<file path="src/rtl/fifo_serial_tx.sv">
// Read-side consumer for the 10-bit memory FIFO. It pops one word at a time and
// sends it as a start/data(LSB first)/stop frame on a single idle-high line.
module fifo_serial_tx #(
    parameter int unsigned DATA_W       = 10,
    parameter int unsigned CLKS_PER_BIT = 4,
    parameter int unsigned CNT_W        = 8
) (
    input  logic              CLK,
    input  logic              RST,
    input  logic              Enable,
    input  logic              Empty,
    input  logic [DATA_W-1:0] FIFO_Dout,
    output logic              RD_EN,
    output logic              TX,
    output logic              Busy,
    output logic [CNT_W-1:0]  Frame_Cnt
);

    localparam int unsigned BIT_CNT_W = (CLKS_PER_BIT > 1) ? $clog2(CLKS_PER_BIT) : 1;
    localparam int unsigned IDX_W     = (DATA_W > 1) ? $clog2(DATA_W) : 1;
    localparam logic [BIT_CNT_W-1:0] BIT_LAST = BIT_CNT_W'(CLKS_PER_BIT - 1);
    localparam logic [IDX_W-1:0]     IDX_LAST = IDX_W'(DATA_W - 1);

    typedef enum logic [2:0] {
        IDLE,
        POP,
        START,
        DATA,
        STOP
    } state_t;

    state_t                state;
    logic [DATA_W-1:0]     shift_reg;
    logic [BIT_CNT_W-1:0]  bit_cnt;
    logic [IDX_W-1:0]      bit_idx;

    // The pop strobe is decoded from IDLE so it can only be a single-cycle pulse.
    assign RD_EN = (state == IDLE) && Enable && !Empty;

    always_ff @(posedge CLK) begin
        if (RST) begin
            state     <= IDLE;
            TX        <= 1'b1;
            Busy      <= 1'b0;
            Frame_Cnt <= '0;
            shift_reg <= '0;
            bit_cnt   <= '0;
            bit_idx   <= '0;
        end else begin
            case (state)
                IDLE: begin
                    TX      <= 1'b1;
                    bit_cnt <= '0;
                    bit_idx <= '0;
                    if (RD_EN) begin
                        state <= POP;
                        Busy  <= 1'b1;
                    end else begin
                        Busy  <= 1'b0;
                    end
                end
                POP: begin
                    shift_reg <= FIFO_Dout;
                    TX        <= 1'b0;
                    state     <= START;
                end
                START: begin
                    if (bit_cnt == BIT_LAST) begin
                        bit_cnt <= '0;
                        bit_idx <= '0;
                        TX      <= shift_reg[0];
                        state   <= DATA;
                    end else begin
                        bit_cnt <= bit_cnt + 1'b1;
                    end
                end
                DATA: begin
                    if (bit_cnt == BIT_LAST) begin
                        bit_cnt   <= '0;
                        shift_reg <= shift_reg >> 1;
                        if (bit_idx == IDX_LAST) begin
                            TX    <= 1'b1;
                            state <= STOP;
                        end else begin
                            // Next data bit is the one about to shift into position 0.
                            TX      <= shift_reg[1];
                            bit_idx <= bit_idx + 1'b1;
                        end
                    end else begin
                        bit_cnt <= bit_cnt + 1'b1;
                    end
                end
                STOP: begin
                    TX <= 1'b1;
                    if (bit_cnt == BIT_LAST) begin
                        bit_cnt   <= '0;
                        Frame_Cnt <= Frame_Cnt + CNT_W'(1);
                        Busy      <= 1'b0;
                        state     <= IDLE;
                    end else begin
                        bit_cnt <= bit_cnt + 1'b1;
                    end
                end
                default: begin
                    state <= IDLE;
                    TX    <= 1'b1;
                    Busy  <= 1'b0;
                end
            endcase
        end
    end

endmodule
</file>
<file path="config.mk">
export PLATFORM = sky130hd
export DESIGN_NAME = fifo_serial_tx
export DESIGN_NICKNAME = d
export VERILOG_FILES = /design/src/rtl/fifo_serial_tx.sv
export SDC_FILE = /design/constraint.sdc
export NUM_CORES = 1
export LEC_CHECK = 0
export CAP_MARGIN = 20
export CORE_MARGIN = 5
export CORE_UTILIZATION = 35
export CTS_CLUSTER_SIZE = 25
export DETAILED_ROUTE_END_ITERATION = 12
export PLACE_DENSITY = 0.6
export SKIP_LAST_GASP = 1
export SLEW_MARGIN = 10
export SYNTH_ARGS = -nofsm -noshare
export SYNTH_HDL_FRONTEND = slang
export SYNTH_SLANG_ARGS = --single-unit
export TNS_END_PERCENT = 30
</file>
<file path="constraint.sdc">
create_clock -name CLK -period 4.66 [get_ports CLK]
set_clock_uncertainty 0.15 [all_clocks]
set_input_delay 0.466 -clock CLK [delete_from_list [all_inputs] [get_ports CLK]]
set_output_delay 0.466 -clock CLK [all_outputs]
set_load 0.02 [all_outputs]
</file>
==> impl_metrics.yaml, run 1 <==
logic_synthesis:
  synth_ff_type: "dfxtp_1"
  seq_area_frac_synth_pct: 39.1
  synth_edf_count: 0
  yosys-top-cells-area: "dfxtp_1, a211oi_2, nor2_1, mux2i_1, xor2_1"
  ys_ff_latch: 29
  yosysUniqueCellTypes: 41
  synth_top_area_share_pct: 39.1
  yosysMostFrequentCell: "dfxtp_1"
  synthesis.nets: 180
  syn_inst: 162
  yosysTopAreaCell: "dfxtp_1"
  syn_area_mm2: 0.00149
  syn_avg_cell_area_um2: 9.17
  synthArstFlopShare_pct: 0
  synthTopCellsByCount: "dfxtp_1, nor2_1, mux2i_1"
  ys_warn_count: 0
power_and_ir_drop:
  power_leakage_nw: 0.692
  pwr_density_cell_mw_per_mm2: 294
  finalPower_uw: 531
  vdd_drop_max_mv: 0.197
routing:
  vias_per_cell: 5.10
  num_vias: 1193
  drtPass1Iterations: 4
  drtIter0Drc: 60
  drc: 0
  wire_per_inst_um: 13.0
  wl_um: 3050
  drt.antenna.violating_nets: 0
grt:
  busiest_layer: "met2"
  grt_use_met1_pct: 13.8
  grt_max_degree: 28
  grt_use_met3_pct: 6.14
  grtUsageTotal_pct: 12.7
  antenna_found_initial: 0
  grt_pass1_vias: 1236
  grt_use_met2_pct: 20.6
  grt_pass1_wl_um: 5380
  gr-total-overflow: 0
floorplanning:
  die_h_um: 75.1
  num_rows: 23
  dieArea_mm2: 0.00565
  die_w_um: 75.1
  start_util_pct: 36.6
  io_pins: 25
  core_mm2: 0.00406
setup_path:
  cp-start-kind: "input pin"
  arrival_ns: 1.93
  r2r_cells: 5
  slowest_stage: "clkdlybuf4s50_1"
  worstPathMaxFanout: 3
  path_cells: "clkdlybuf4s50_1 > nor2b_1 > nand2_1 > nor2_1 > clkdlybuf4s50_1"
  crit_path_max_incr_delay_ns: 0.63
  crit_type: "input pin to output pin"
  cp_common_cell: "clkdlybuf4s50_1"
  cp.required_ns: 4.04
  setup.worst_path.end_class: "output pin"
clocking:
  cts_repair_resize_count: 0
  cts-root-to-sink-buffers: 2
  clkSinkCount: 29
  clk_latency_ns: 0.28
  clock-root-buffer: "clkbuf_8"
  htree_levels: 2
  clkTransAtPathRegs_ns: 0.05
  cts_tree: "done"
  cts_setup_buffers: 0
  cts_buffers: 5
  ctsHoldBuffers: 0
finish:
  syn2layout_area_growth_pct: 21.5
  fin_util_pct: 44.5
  final_nets: 201
  largest_reg_flops: 10
  final_area_mm2: 0.00180
  drive_gt1_share_pct: 10.9
  diodes: 0
timing:
  rsz0062_at_grt: "false"
  post-route-period-util_pct: 54.7
  whs_ns: 0.328
  worstMarginPinSlew_ns: 0.787
  setup_viol: 0
  fin_tns_setup_ns: 0
  period_needed_ns: 2.55
  report.final.slew_viol_count: 0
  timing.fmax_mhz: 392
  hold_viol_final: 0
  slew_headroom_pct: 47.5
placement:
  dp.final_hpwl_um: 2110
  routabilityCongestion: 0.787
  port_buffers: 24
  place_area_mm2: 0.00172
flow_run:
  max-cap-violations: 0
outcome:
  status: "complete, no violations"
hold_path:
  hold_path_class: "flop to flop"
  min_path_cells: 2
==> power by group <==
group	internal (mW)	switching (mW)
sequential	0.258	0.0103
clock	0.106	0.0877
combinational	0.0350	0.0338
total	0.399	0.132
==> kinds of logic after synthesis <==
kind of cell               count (synthesis)  share of synthesized area (%)
xor gates and xnor gates                   7                           4.13
AOI/OAI and AO/OA                         33                           18.0
DFF                                       29                           39.1
and+or+nand+nor                           65                           23.1
adders and majority gates                  4                           3.37
muxes                                     10                           6.74
buffers and inverters                     14                           5.56
==> cell type report <==
type | count | area (um^2)
clock buffer | 8 | 80.1
fill | 404 | 2250
inverter | 3 | 11.3
multi-input combinational | 119 | 822
sequential | 29 | 581
tap | 50 | 62.6
timing repair buffer | 25 | 248
==> placed cells by master, fill, tap and decap left out, drive strengths merged, types with 4 or more instances in the layout <==
cell            n
dfxtp          29
nor2           29
clkdlybuf4s50  24
mux2i          10
a211oi         10
clkbuf          8
a21oi           7
o21ai           7
xor2            6
nand2           5
nand3           5
nor3            5
nand4           4
ha              4
nand2b          4
==> stage by stage <==
| step | worst slack [ns] | instances |
|---|---|---|
| 2_1_floorplan | 2.99 | 162 |
| 3_3_place_gp | 2.09 | 226 |
| 3_5_place_dp | 2.10 | 226 |
| 4_1_cts | 2.09 | 234 |
| 5_1_grt | 1.96 | 234 |
| 6_report | 2.11 | 234 |
==> worst paths after layout <==
check | start | endpoint | slack, ns
max reg2reg | bit_cnt[0] | shift_reg[2] | 2.38
max | Enable | RD_EN | 2.11
min | shift_reg[9] | shift_reg[9] | 0.33
min reg2reg | shift_reg[9] | shift_reg[9] | 0.33
==> layer usage <==
layer  vias up  part of all wire (%)
met5         -                     0
met4         0                   2.6
met3         8                   7.1
met2        25                    47
met1       543                    44
li1        617                     -
==> worst max-delay path, delay by kind of cell <==
kind,cells,cell delay [ns]
buffers and inverters,2,1.08
AND/OR/NAND/NOR,3,0.40
(Power assumes the default switching activity.)
==> inputs of run 2 (changes only) <==
--- a/config.mk
+++ b/config.mk
@@ -10,7 +10,7 @@
 export CORE_UTILIZATION = 35
 export CTS_CLUSTER_SIZE = 25
 export DETAILED_ROUTE_END_ITERATION = 12
-export PLACE_DENSITY = 0.6
+export PLACE_DENSITY = 0.62
 export SKIP_LAST_GASP = 1
 export SLEW_MARGIN = 10
 export SYNTH_ARGS = -nofsm -noshare
==> constraint.sdc (replaced) <==
create_clock -name CLK -period 2.2 [get_ports CLK]
set_clock_uncertainty 0.15 [all_clocks]
set_input_delay 0.22 -clock CLK [delete_from_list [all_inputs] [get_ports CLK]]
set_output_delay 0.22 -clock CLK [all_outputs]
set_load 0.02 [all_outputs]
==> run 2 against run 1 <==
Global-route usage fell by 0.91 points. Combinational power rose by 140%. Sequential cell count did not move. Hold slack got worse by 0.0022 ns. Core utilization rose by 2.0 points. Power rose by 140%. Highest routed layer unchanged. Register-to-register slack got worse by 2.1 ns. Largest power group is now clock. Routed wire length rose by 1.0%.
==> impl_metrics.yaml, run 2 (synthesis gave the netlist of run 1 again) <==
finish:
  syn2layout_area_growth_pct: 27.0
  drive_gt1_share_pct: 14.7
  final_nets: 207
  layout_common_cells: "dfxtp_1, nor2_1, clkdlybuf4s50_1, mux2i_1, a211oi_2"
  fin_cells: 240
  largest_reg_flops: 10
  diodes: 0
  fin_util_pct: 46.5
  final_common_cell: "dfxtp_1"
placement:
  routabilityCongestion: 0.795
  dp.final_hpwl_um: 2150
  dp.cells: 232
  port_buffers: 24
timing:
  hold_viol_final: 0
  slew_headroom_pct: 69.4
  setup_viol: 0
  report.final.slew_viol_count: 0
  worstMarginPinSlew_ns: 0.459
  whs_ns: 0.326
  rsz0062_at_grt: "false"
  timing.fmax_mhz: 483
  post-route-period-util_pct: 94.1
  period_needed_ns: 2.07
  fin_tns_setup_ns: 0
power_and_ir_drop:
  pwr_density_cell_mw_per_mm2: 688
  vdd_drop_max_mv: 0.320
  swShare_pct: 22.9
  p_int_uw: 1000
  power_switching_uw: 297
  pwr-share-clk_pct: 43.7
  p_comb_share_pct: 12.9
  power_frac_seq_pct: 43.4
  power_leakage_nw: 0.741
clocking:
  cts_buffers: 5
  clkTransAtPathRegs_ns: 0.07
  htree_levels: 2
  cts_repair_resize_count: 0
  cts_setup_buffers: 0
  clkSinkCount: 29
  cts_tree: "done"
  cts-root-to-sink-buffers: 2
  clk_latency_ns: 0.28
  clock-root-buffer: "clkbuf_8"
  ctsHoldBuffers: 0
setup_path:
  crit_type: "input pin to output pin"
  arrival_ns: 1.70
  path_cells: "clkdlybuf4s50_1 > nor2b_1 > nand2_1 > nor2_1 > clkdlybuf4s50_1"
  worstPathMaxFanout: 3
  worst-path-buf-inv: 2
  crit_path_max_incr_delay_ns: 0.61
  setup.worst_path.end_class: "output pin"
  cpLargestDelayFamily: "buffers and inverters"
  r2r_cells: 6
  slowest_stage: "clkdlybuf4s50_1"
  cp.required_ns: 1.83
  cp.depth: 5
  cp_common_cell: "clkdlybuf4s50_1"
  cp-start-kind: "input pin"
routing:
  drtPass1Iterations: 4
  drt.antenna.violating_nets: 0
  drtIter0Drc: 82
  wire_per_inst_um: 12.8
  vias_per_cell: 5.17
  drc: 0
  wl_um: 3080
  num_vias: 1240
outcome:
  status: "complete, no violations"
floorplanning:
  num_rows: 23
  die_h_um: 75.1
  start_util_pct: 36.6
  die_w_um: 75.1
  dieArea_mm2: 0.00565
  core_mm2: 0.00406
  io_pins: 25
grt:
  antenna_found_initial: 0
  grt_max_degree: 20
  grtUsageTotal_pct: 11.8
  gr-total-overflow: 0
  grt_pass1_wl_um: 5160
  grt_pass1_vias: 1205
hold_path:
  hold_path_class: "flop to flop"
  min_path_cells: 2
flow_run:
  max-cap-violations: 0
run 2: cell type report:
cell class / instances / area, um^2
tap: 50 / 62.6
sequential: 29 / 581
inverter: 3 / 11.3
fill: 382 / 2170
timing repair buffer: 31 / 293
clock inverter: 1 / 30.0
multi-input combinational: 119 / 822
clock buffer: 7 / 86.3
run 2: final timing paths:
path                  endpoint    startpoint  slack (ns)
hold reg to reg   shift_reg[9]  shift_reg[9]        0.33
hold / removal    shift_reg[9]  shift_reg[9]        0.33
setup reg to reg  shift_reg[3]    bit_cnt[0]        0.28
setup / recovery         RD_EN        Enable        0.13
run 2: layer usage:
layer	routed length, um	vias up	track usage (%)
li1	-	630	-
met1	1550	573	15.2
met2	1330	32	17.6
met3	159	5	4.54
met4	42	0	4.85
met5	0	-	0
run 2: power by group through the flow:
stage | clock network (mW) | logic, mW | registers, mW
final | 0.567 | 0.168 | 0.562
after global routing | 0.607 | 0.184 | 0.565
after CTS | 0.589 | 0.169 | 0.562
after detailed placement | 0 | 0.168 | 0.573
after global placement | 0 | 0.164 | 0.572
after floorplan | 0 | 0.114 | 0.573
run 2: worst reg2reg max path, delay by kind of cell, from the launching register on:
kind,cells,cell delay [ns]
buf+inv,1,0.25
fa+ha+maj,1,0.38
flops,1,0.38
simple gates,3,0.49
compound gates,1,0.18
run 2: per-stage QoR:
step	instance area [um^2]	setup WS [ns]	total power, mW
after detailed placement	1770	0.135	0.741
after CTS	1890	0.130	1.32
final	1890	0.131	1.30
after floorplan	1490	0.531	0.687
after global routing	1890	0.0327	1.36
after global placement	1770	0.184	0.736
==> inputs of run 3 (changes only) <==
--- a/config.mk
+++ b/config.mk
@@ -11,6 +11,7 @@
 export CTS_CLUSTER_SIZE = 25
 export DETAILED_ROUTE_END_ITERATION = 12
 export PLACE_DENSITY = 0.62
+export SETUP_SLACK_MARGIN = 0.3
 export SKIP_LAST_GASP = 1
 export SLEW_MARGIN = 10
 export SYNTH_ARGS = -nofsm -noshare
==> run 3 against run 2 <==
Sequential share of layout area is 0.14 points lower. Combinational power hardly changed. Sequential power about the same. Non-clock buffer count unchanged.
==> impl_metrics.yaml, run 3 (synthesis gave the netlist of run 1 again) <==
outcome:
  status: "complete, no violations"
clocking:
  cts_setup_buffers: 0
  cts_buffers: 5
  clock-root-buffer: "clkbuf_8"
  cts-root-to-sink-buffers: 2
  cts_tree: "done"
  clkSinkCount: 29
  clk_latency_ns: 0.28
  clkTransAtPathRegs_ns: 0.06
  htree_levels: 2
setup_path:
  arrival_ns: 1.43
  setup.worst_path.end_class: "output pin"
  worstReg2RegStart: "bit_cnt[0]"
  worstPathMaxFanout: 3
  cp-start-kind: "input pin"
  crit_type: "input pin to output pin"
  r2r_slack_ns: 0.46
  r2r_cells: 6
  r2r_end: "shift_reg[3]"
  cp.required_ns: 1.83
timing:
  worstMarginPinSlew_ns: 0.439
  hold_viol_final: 0
  setup_ws_ns: 0.399
  timing.fmax_mhz: 555
  setup_viol: 0
  period_needed_ns: 1.80
  report.final.slew_viol_count: 0
  rsz0062_at_grt: "true"
  fin_tns_setup_ns: 0
  slew_headroom_pct: 70.7
  post-route-period-util_pct: 81.8
hold_path:
  hold_path_class: "flop to flop"
  worstHoldStart: "shift_reg[9]"
  holdPathEnd: "shift_reg[9]"
  min_path_cells: 2
grt:
  grtUsageTotal_pct: 11.8
  grt_pass1_vias: 1205
  grt_max_degree: 20
  grt_pass1_wl_um: 5160
  gr-total-overflow: 0
  antenna_found_initial: 0
routing:
  num_vias: 1244
  drtPass1Iterations: 4
  drtIter0Drc: 73
  drc: 0
  drt.antenna.violating_nets: 0
  vias_per_cell: 5.18
  wl_um: 3040
  wire_per_inst_um: 12.7
flow_run:
  max-cap-violations: 0
placement:
  pre_cts_ws_ns: 0.135
  port_buffers: 24
  dp.final_hpwl_um: 2150
  routabilityCongestion: 0.795
finish:
  largest_reg_flops: 10
  diodes: 0
  layout_common_cells: "dfxtp_1, nor2_1, clkdlybuf4s50_1, mux2i_1, a211oi_2"
  drive_gt1_share_pct: 15.8
  final_nets: 207
  syn2layout_area_growth_pct: 27.8
  fin_util_pct: 46.8
floorplanning:
  die_w_um: 75.1
  io_pins: 25
  die_h_um: 75.1
  start_util_pct: 36.6
  num_rows: 23
  dieArea_mm2: 0.00565
  core_mm2: 0.00406
power_and_ir_drop:
  pwr_density_cell_mw_per_mm2: 682
  vdd_drop_max_mv: 0.319
  power_leakage_nw: 0.742
-- run 3: worst max-delay path, stage by stage --
cell             delay [ns]
clkdlybuf4s50_1        0.44
nor2b_1                0.24
nand2_1                0.11
nor2_1                 0.09
dlygate4sd2_1          0.33
-- run 3: report_power, final --
| part | total (mW) | switching, mW | internal, mW |
|---|---|---|---|
| Combinational | 0.167 | 0.0831 | 0.0836 |
| Clock | 0.566 | 0.197 | 0.369 |
| Sequential | 0.562 | 0.0155 | 0.547 |
| Total | 1.30 | 0.296 | 0.999 |
-- run 3: layer usage --
layer	vias to the layer above	global-route usage, %	share of wire (%)
li1	631	-	-
met1	575	15.2	49
met2	33	17.6	44
met3	5	4.54	5.5
met4	0	4.85	1.4
met5	-	0	0
-- run 3: area by class of cell --
class | count | area, um^2
clock buffer | 7 | 86.3
clock inverter | 1 | 30.0
fill | 383 | 2160
inverter | 3 | 11.3
multi-input combinational | 119 | 835
sequential | 29 | 582
tap | 50 | 62.6
timing repair buffer | 31 | 292
-- run 3: worst max path at each step --
stage                               to  startpoint  slack, ns
after floorplan           shift_reg[1]  bit_cnt[0]       0.53
after global placement           RD_EN      Enable       0.18
after detailed placement         RD_EN      Enable       0.14
after CTS                 shift_reg[3]  bit_cnt[0]       0.30
after global routing        bit_idx[2]  bit_idx[0]       0.30
final                            RD_EN      Enable       0.40
-- run 3: what timing repair did --
item,4_1_cts,5_1_grt
hold buffers,0,0
setup endpoints to repair,2,13
pin swaps,0,0
gates resized for setup,1,3
-- run 3: through the flow --
stage | std cells | hold slack (ns) | power (mW) | area, um^2
global route | 240 | 0.352 | 1.36 | 1900
CTS | 240 | 0.325 | 1.32 | 1880
global placement | 232 | 0.309 | 0.736 | 1770
floorplan | 162 | 0.294 | 0.687 | 1490
finish | 240 | 0.326 | 1.30 | 1900
detailed placement | 232 | 0.313 | 0.741 | 1770
